**config.mk**
```make
export PLATFORM = sky130hd
export DESIGN_NAME = hazard_scoreboard_flat
export DESIGN_NICKNAME = d
export VERILOG_FILES = /design/src/rtl/hazard_scoreboard_if.sv /design/src/rtl/hazard_scoreboard.sv /design/src/flat_wrapper.sv
export SDC_FILE = /design/constraint.sdc
export NUM_CORES = 1
export LEC_CHECK = 0
export ABC_AREA = 1
export CAP_MARGIN = 20
export CORE_MARGIN = 2
export CORE_UTILIZATION = 54
export DETAILED_ROUTE_END_ITERATION = 16
export HOLD_SLACK_MARGIN = 0.05
export PLACE_DENSITY = 0.82
export SETUP_SLACK_MARGIN = 0.05
export SYNTH_ARGS = -nofsm -noshare
export SYNTH_HDL_FRONTEND = slang
export SYNTH_SLANG_ARGS = --single-unit
```
**constraint.sdc**
```tcl
create_clock -name clk -period 5.4 [get_ports clk]
set_input_delay 1.08 -clock clk [delete_from_list [all_inputs] [get_ports clk]]
set_output_delay 1.08 -clock clk [all_outputs]
set_load 0.02 [all_outputs]
```
**src/rtl/hazard_scoreboard_if.sv**
```systemverilog
// ID-stage hazard bus between the decode pipeline (master) and the hazard scoreboard (slave).
// The ID instruction is offered with id_valid. It enters EX on a rising edge where stall=0 and flush=0;
// while stall=1 the master holds the same ID fields, and flush=1 discards the offer for that edge.
interface hazard_scoreboard_if #(
  parameter int RA_W   = 5,
  parameter int STAGES = 3,
  parameter int CNT_W  = 32,
  parameter int SEL_W  = $clog2(STAGES)
);
  logic              id_valid;
  logic [RA_W-1:0]   id_rs1;
  logic [RA_W-1:0]   id_rs2;
  logic              id_use_rs1;
  logic              id_use_rs2;
  logic [RA_W-1:0]   id_rd;
  logic              id_reg_write;
  logic              id_mem_read;
  logic              id_is_ecall;
  logic              flush;

  logic              stall;
  logic [SEL_W-1:0]  ex_fwd_rs1;
  logic [SEL_W-1:0]  ex_fwd_rs2;
  logic              id_bypass_rs1;
  logic              id_bypass_rs2;
  logic              is_halted;
  logic [CNT_W-1:0]  retire_count;
  logic [CNT_W-1:0]  stall_count;

  modport master (
    output id_valid, id_rs1, id_rs2, id_use_rs1, id_use_rs2, id_rd,
           id_reg_write, id_mem_read, id_is_ecall, flush,
    input  stall, ex_fwd_rs1, ex_fwd_rs2, id_bypass_rs1, id_bypass_rs2,
           is_halted, retire_count, stall_count
  );

  modport slave (
    input  id_valid, id_rs1, id_rs2, id_use_rs1, id_use_rs2, id_rd,
           id_reg_write, id_mem_read, id_is_ecall, flush,
    output stall, ex_fwd_rs1, ex_fwd_rs2, id_bypass_rs1, id_bypass_rs2,
           is_halted, retire_count, stall_count
  );
endinterface

```
**src/rtl/hazard_scoreboard.sv**
```systemverilog
// Tracks in-flight instructions after ID and derives load-use stalls, EX forward selects,
// ID write-back bypass, sticky ecall halt and saturating retire/stall counters.
module hazard_scoreboard #(
  parameter int  RA_W       = 5,
  parameter int  STAGES     = 3,
  parameter int  LOAD_READY = 2,
  parameter int  CNT_W      = 32,
  localparam int SEL_W      = $clog2(STAGES)
) (
  input  logic              clk,
  input  logic              reset,
  hazard_scoreboard_if.slave sb
);

  typedef struct packed {
    logic            valid;
    logic [RA_W-1:0] rd;
    logic            reg_write;
    logic            mem_read;
    logic            ecall;
  } slot_t;

  slot_t             slots [STAGES];
  slot_t             id_slot;
  logic [STAGES-1:0] match_rs1;
  logic [STAGES-1:0] match_rs2;
  logic [STAGES-1:0] load_hit;
  logic              stall_int;
  logic              load_id;
  logic              halted_q;
  logic [SEL_W-1:0]  fwd_rs1_q, fwd_rs2_q;
  logic [SEL_W-1:0]  fwd_rs1_nxt, fwd_rs2_nxt;
  logic [CNT_W-1:0]  retire_q, stall_q;
  logic              retire_evt;

  // Nearest producer wins: the youngest slot (lowest index) below WB that matches.
  function automatic logic [SEL_W-1:0] nearest(input logic [STAGES-1:0] m);
    logic [SEL_W-1:0] sel;
    sel = '0;
    for (int k = STAGES - 2; k >= 0; k--) begin
      if (m[k]) sel = SEL_W'(k + 1);
    end
    return sel;
  endfunction

  always_comb begin
    match_rs1 = '0;
    match_rs2 = '0;
    load_hit  = '0;
    for (int k = 0; k < STAGES; k++) begin
      match_rs1[k] = slots[k].valid && slots[k].reg_write && (slots[k].rd == sb.id_rs1)
                     && (sb.id_rs1 != '0) && sb.id_use_rs1;
      match_rs2[k] = slots[k].valid && slots[k].reg_write && (slots[k].rd == sb.id_rs2)
                     && (sb.id_rs2 != '0) && sb.id_use_rs2;
      load_hit[k]  = (match_rs1[k] || match_rs2[k]) && slots[k].mem_read
                     && ((k + 1) < LOAD_READY);
    end
  end

  // Reset forces the combinational outputs low so an in-progress stall drops immediately.
  always_comb begin
    stall_int   = !reset && sb.id_valid && !sb.flush && !halted_q && (|load_hit);
    load_id     = sb.id_valid && !sb.flush && !stall_int && !halted_q;
    fwd_rs1_nxt = load_id ? nearest(match_rs1) : '0;
    fwd_rs2_nxt = load_id ? nearest(match_rs2) : '0;
    retire_evt  = slots[STAGES-1].valid && !halted_q;
  end

  always_comb begin
    id_slot           = '0;
    id_slot.valid     = 1'b1;
    id_slot.rd        = sb.id_rd;
    id_slot.reg_write = sb.id_reg_write;
    id_slot.mem_read  = sb.id_mem_read;
    id_slot.ecall     = sb.id_is_ecall;
  end

  always_ff @(posedge clk or posedge reset) begin
    if (reset) begin
      for (int k = 0; k < STAGES; k++) slots[k] <= '0;
    end else begin
      slots[0] <= load_id ? id_slot : '0;
      for (int k = 1; k < STAGES; k++) slots[k] <= slots[k-1];
    end
  end

  always_ff @(posedge clk or posedge reset) begin
    if (reset) begin
      fwd_rs1_q <= '0;
      fwd_rs2_q <= '0;
    end else begin
      fwd_rs1_q <= fwd_rs1_nxt;
      fwd_rs2_q <= fwd_rs2_nxt;
    end
  end

  // The ecall retires on the same edge that sets halt, since halt is still clear there.
  always_ff @(posedge clk or posedge reset) begin
    if (reset) begin
      halted_q <= 1'b0;
      retire_q <= '0;
      stall_q  <= '0;
    end else begin
      if (slots[STAGES-1].valid && slots[STAGES-1].ecall) halted_q <= 1'b1;
      if (retire_evt && (retire_q != '1)) retire_q <= retire_q + CNT_W'(1);
      if (stall_int && (stall_q != '1)) stall_q <= stall_q + CNT_W'(1);
    end
  end

  always_comb begin
    sb.stall         = stall_int;
    sb.ex_fwd_rs1    = fwd_rs1_q;
    sb.ex_fwd_rs2    = fwd_rs2_q;
    sb.id_bypass_rs1 = !reset && match_rs1[STAGES-1] && !(|match_rs1[STAGES-2:0]);
    sb.id_bypass_rs2 = !reset && match_rs2[STAGES-1] && !(|match_rs2[STAGES-2:0]);
    sb.is_halted     = halted_q;
    sb.retire_count  = retire_q;
    sb.stall_count   = stall_q;
  end

endmodule
```
**src/flat_wrapper.sv**
```systemverilog
// flat-port wrapper written by rule: the top's interface ports become plain ports
module hazard_scoreboard_flat 
#(
  parameter int  RA_W       = 5,
  parameter int  STAGES     = 3,
  parameter int  LOAD_READY = 2,
  parameter int  CNT_W      = 32,
  localparam int SEL_W      = $clog2(STAGES)
)
  (clk, reset, sb_id_valid, sb_id_rs1, sb_id_rs2, sb_id_use_rs1, sb_id_use_rs2, sb_id_rd, sb_id_reg_write, sb_id_mem_read, sb_id_is_ecall, sb_flush, sb_stall, sb_ex_fwd_rs1, sb_ex_fwd_rs2, sb_id_bypass_rs1, sb_id_bypass_rs2, sb_is_halted, sb_retire_count, sb_stall_count);
  hazard_scoreboard_if #(.RA_W(RA_W), .STAGES(STAGES), .CNT_W(CNT_W)) sb_i ();
  input  logic clk;
  input  logic reset;
  input wire logic [$bits(sb_i.id_valid)-1:0] sb_id_valid;
  input wire logic [$bits(sb_i.id_rs1)-1:0] sb_id_rs1;
  input wire logic [$bits(sb_i.id_rs2)-1:0] sb_id_rs2;
  input wire logic [$bits(sb_i.id_use_rs1)-1:0] sb_id_use_rs1;
  input wire logic [$bits(sb_i.id_use_rs2)-1:0] sb_id_use_rs2;
  input wire logic [$bits(sb_i.id_rd)-1:0] sb_id_rd;
  input wire logic [$bits(sb_i.id_reg_write)-1:0] sb_id_reg_write;
  input wire logic [$bits(sb_i.id_mem_read)-1:0] sb_id_mem_read;
  input wire logic [$bits(sb_i.id_is_ecall)-1:0] sb_id_is_ecall;
  input wire logic [$bits(sb_i.flush)-1:0] sb_flush;
  output wire logic [$bits(sb_i.stall)-1:0] sb_stall;
  output wire logic [$bits(sb_i.ex_fwd_rs1)-1:0] sb_ex_fwd_rs1;
  output wire logic [$bits(sb_i.ex_fwd_rs2)-1:0] sb_ex_fwd_rs2;
  output wire logic [$bits(sb_i.id_bypass_rs1)-1:0] sb_id_bypass_rs1;
  output wire logic [$bits(sb_i.id_bypass_rs2)-1:0] sb_id_bypass_rs2;
  output wire logic [$bits(sb_i.is_halted)-1:0] sb_is_halted;
  output wire logic [$bits(sb_i.retire_count)-1:0] sb_retire_count;
  output wire logic [$bits(sb_i.stall_count)-1:0] sb_stall_count;
  assign sb_i.id_valid = sb_id_valid;
  assign sb_i.id_rs1 = sb_id_rs1;
  assign sb_i.id_rs2 = sb_id_rs2;
  assign sb_i.id_use_rs1 = sb_id_use_rs1;
  assign sb_i.id_use_rs2 = sb_id_use_rs2;
  assign sb_i.id_rd = sb_id_rd;
  assign sb_i.id_reg_write = sb_id_reg_write;
  assign sb_i.id_mem_read = sb_id_mem_read;
  assign sb_i.id_is_ecall = sb_id_is_ecall;
  assign sb_i.flush = sb_flush;
  assign sb_stall = sb_i.stall;
  assign sb_ex_fwd_rs1 = sb_i.ex_fwd_rs1;
  assign sb_ex_fwd_rs2 = sb_i.ex_fwd_rs2;
  assign sb_id_bypass_rs1 = sb_i.id_bypass_rs1;
  assign sb_id_bypass_rs2 = sb_i.id_bypass_rs2;
  assign sb_is_halted = sb_i.is_halted;
  assign sb_retire_count = sb_i.retire_count;
  assign sb_stall_count = sb_i.stall_count;
  hazard_scoreboard #(.RA_W(RA_W), .STAGES(STAGES), .LOAD_READY(LOAD_READY), .CNT_W(CNT_W)) u_core (.clk(clk), .reset(reset), .sb(sb_i));
endmodule
```
==> run_results.csv <==
group,metric,value,unit
sta,period_share,75.3,%
power,power_density,204,nW/um^2
setup_path,worstSetupStartpoint,"sb_id_rs1[1]",
setup_path,worstSetupPathType,"input pin to primary output",
sta,final-hold-violation-count,0,
placed_design,placedCellCount,1081,
clock_tree,cts_made_buffers,9,
sta,setup_slack,1.34,ns
finish,layout.cells.non_filler,1096,
detailed_routing,dr.pass1.iters,6,
detailed_routing,post-route-drc-count,0,
clock_tree,post_cts_buffers,0,
setup_path,path_max_fanout,5,
detailed_routing,routedWlPerCell,13.6,um
sta,fin_crit,4.06,ns
synthesis,syn_nets,887,
global_route,grt_overflow,0,
finish,area_growth,20.9,%
power,max-vdd-ir-drop,120,uV
clock_tree,ctsHoldBuffers,0,
finish,layout_commonest_cell,"nand2_1",
finish,layout-drive-gt1-share,4.39,%
synthesis,synth-warning-count,0,
clock_tree,cts-htree-levels,3,
finish,final_cell_mix,"nand2_1, nor2_1, clkdlybuf4s50_1, dfrtp_1, inv_1",
global_route,first_global_vias,5142,
synthesis,synth-adder-area-share,0.428,%
clock_tree,cts_tree,"built",
placed_design,pre_cts_ws,1.35,ns
setup_path,cp.required,4.32,ns
global_route,grt.total_usage,26.9,%
finish,antenna_cells,0,
die,core-area,10700,um^2
synthesis,syn-cell-area,5850,um^2
clock_tree,clk_pin_slew_worst_paths,0.09,ns
synthesis,synth-seq-cells,94,
detailed_routing,drt_iter0_drc,423,
die,dieWidth,108,um
sta,rsz0062_at_grt,"false",
sta,finClkSkew,0.0178,ns
synthesis,synth.distinct_cells,34,
sta,slew_headroom,53.2,%
setup_path,rr_startpoint,"u_core.sb.stall_count[0]",
die,row_count,38,
synthesis,synth-compound-area-share,3.27,%
placed_design,dp_hpwl,10.9,mm
detailed_routing,wirelength,14.9,mm
synthesis,yosys.area_share.simple,43.7,%
global_route,grt_max_degree,48,
job,max_cap_viol_count,0,
setup_path,startpoint_type,"input pin",
synthesis,synthXorXnorAreaFrac,5.24,%
finish,nNetsFinal,978,
setup_path,end_kind,"primary output",
global_route,grt_pass1_wl,24.9,mm
synthesis,synth_top_family_by_area,"simple AND/OR/NAND/NOR gates",
die,die_height,108,um
sta,setup_viol,0,
sta,worstMarginPinSlew,0.701,ns
synthesis,postSynthAreaPerCell,6.80,um^2
hold_path,hold_class,"flop to flop",
sta,final.setup.tns,0,ns
die,ioPinCount,96,
placed_design,routabilityCongestion,0.981,
die,dieArea,11700,um^2
power,leakage,0.00317,uW
global_route,antenna_found_initial,0,
detailed_routing,dr_total_vias,5713,
detailed_routing,ant_nets,0,
die,start_util,54.7,%
sta,maxSlewViolCount,0,
synthesis,synthMuxAreaShare,0,%
placed_design,placement.io_buffers,95,
clock_tree,cts_num_sinks,94,
clock_tree,cts_root_buffer,"clkbuf_8",
clock_tree,clockBufferDepth,2,
sta,max_freq,246,MHz
synthesis,syn_inst,861,
detailed_routing,viasPerCell,5.21,
synthesis,yosysSeqAreaShare,40.2,%
outcome,run_status,"complete, no violations",
hold_path,min-delay-start,"u_core.slots[18]",
clock_tree,clk-insertion-delay-late,0.38,ns
clock_tree,ctsResizeCount,0,
setup_path,arrival,2.98,ns
through the flow:
stage | cell area, um^2 | total power [uW] | hold WS, ns | util [%]
2_1_floorplan | 5850 | 892 | 0.331 | -
3_3_place_gp | 6880 | 971 | 0.334 | 64.3
3_5_place_dp | 6880 | 974 | 0.335 | 64.3
4_1_cts | 7070 | 1460 | 0.357 | 66.1
5_1_grt | 7070 | 1510 | 0.363 | 66.1
6_report | 7070 | 1440 | 0.358 | 66.1
where the power goes:
group          switching, uW  internal, uW  total, uW
Sequential              33.2           732        765
Combinational            114          80.4        194
Clock                    270           215        485
Total                    417          1030       1440
critical path: stages:
cell	delay [ns]
clkdlybuf4s50_1	0.45
inv_1	0.14
nand2_1	0.08
nor2_1	0.14
nor2_1	0.06
nand2_1	0.13
nand4_1	0.11
nor2_1	0.16
clkdlybuf4s50_1	0.63
cell usage after synthesis:
cell / n / share of area (%)
a211oi_1: 1 / 0.13
inv_2: 4 / 0.26
buf_6: 5 / 0.96
nor3b_1: 1 / 0.13
inv_1: 72 / 4.6
nand3b_1: 18 / 2.3
o21ai_2: 4 / 0.60
nand3_1: 24 / 2.1
a21o_1: 1 / 0.13
nand2_2: 3 / 0.32
and2_1: 1 / 0.11
a21oi_1: 3 / 0.26
xnor2_1: 22 / 3.3
nand2_4: 2 / 0.38
o21ai_0: 17 / 1.5
xor2_1: 13 / 1.9
clkbuf_1: 1 / 0.064
a22o_1: 1 / 0.15
o21ai_1: 1 / 0.085
nand4_1: 40 / 4.3
nor2_2: 3 / 0.32
nor2_4: 2 / 0.38
nand2_1: 371 / 24
nor2b_1: 1 / 0.11
o211ai_1: 2 / 0.26
nand3_2: 3 / 0.51
nor2_1: 117 / 7.5
buf_2: 6 / 0.51
nor3_1: 17 / 1.5
buf_1: 2 / 0.13
o22ai_1: 2 / 0.21
ha_1: 2 / 0.43
dfrtp_1: 94 / 40
buf_4: 5 / 0.64
worst paths after layout:
| check | cells after the start | end | slack, ns |
|---|---|---|---|
| min reg2reg | 0 | u_core.slots[9] | 0.36 |
| max in group asynchronous | 4 | u_core.sb.retire_count[31] | 3.07 |
| max reg2reg | 9 | u_core.sb.stall_count[7] | 2.42 |
| max | 9 | sb_id_bypass_rs1 | 1.34 |
| min in group asynchronous | 2 | u_core.slots[7] | 0.98 |
| min | 0 | u_core.slots[9] | 0.36 |
metal layers:
layer	GRT usage [%]	wire length [um]	vias up	share of wire (%)
met3	5.00	796	24	5.3
met1	37.7	6890	2614	46
met2	42.3	7020	184	47
met4	8.70	236	0	1.6
met5	0	0	-	0
li1	-	-	2891	-
state kept, by name, indices dropped and copies added (netlist names):
name / cells
u_core.sb.retire_count: 32
u_core.sb.stall_count: 32
u_core.slots: 25
u_core.sb.ex_fwd_rs1: 2
u_core.sb.ex_fwd_rs2: 2
u_core.sb.is_halted: 1
kinds of logic after synthesis:
kind of cell,Yosys count
buf+inv,95
simple gates,603
flops,94
fa+ha+maj,2
compound gates,32
xor+xnor,35
area by class of cell:
class                      count  area, um^2
fill                         942        3630
inverter                      76         288
multi-input combinational    672        3080
timing repair buffer          99         981
tap                          140         175
clock buffer                   9         124
sequential                    94        2350
clock inverter                 6        71.3
Power figures use the tool's default switching activity.
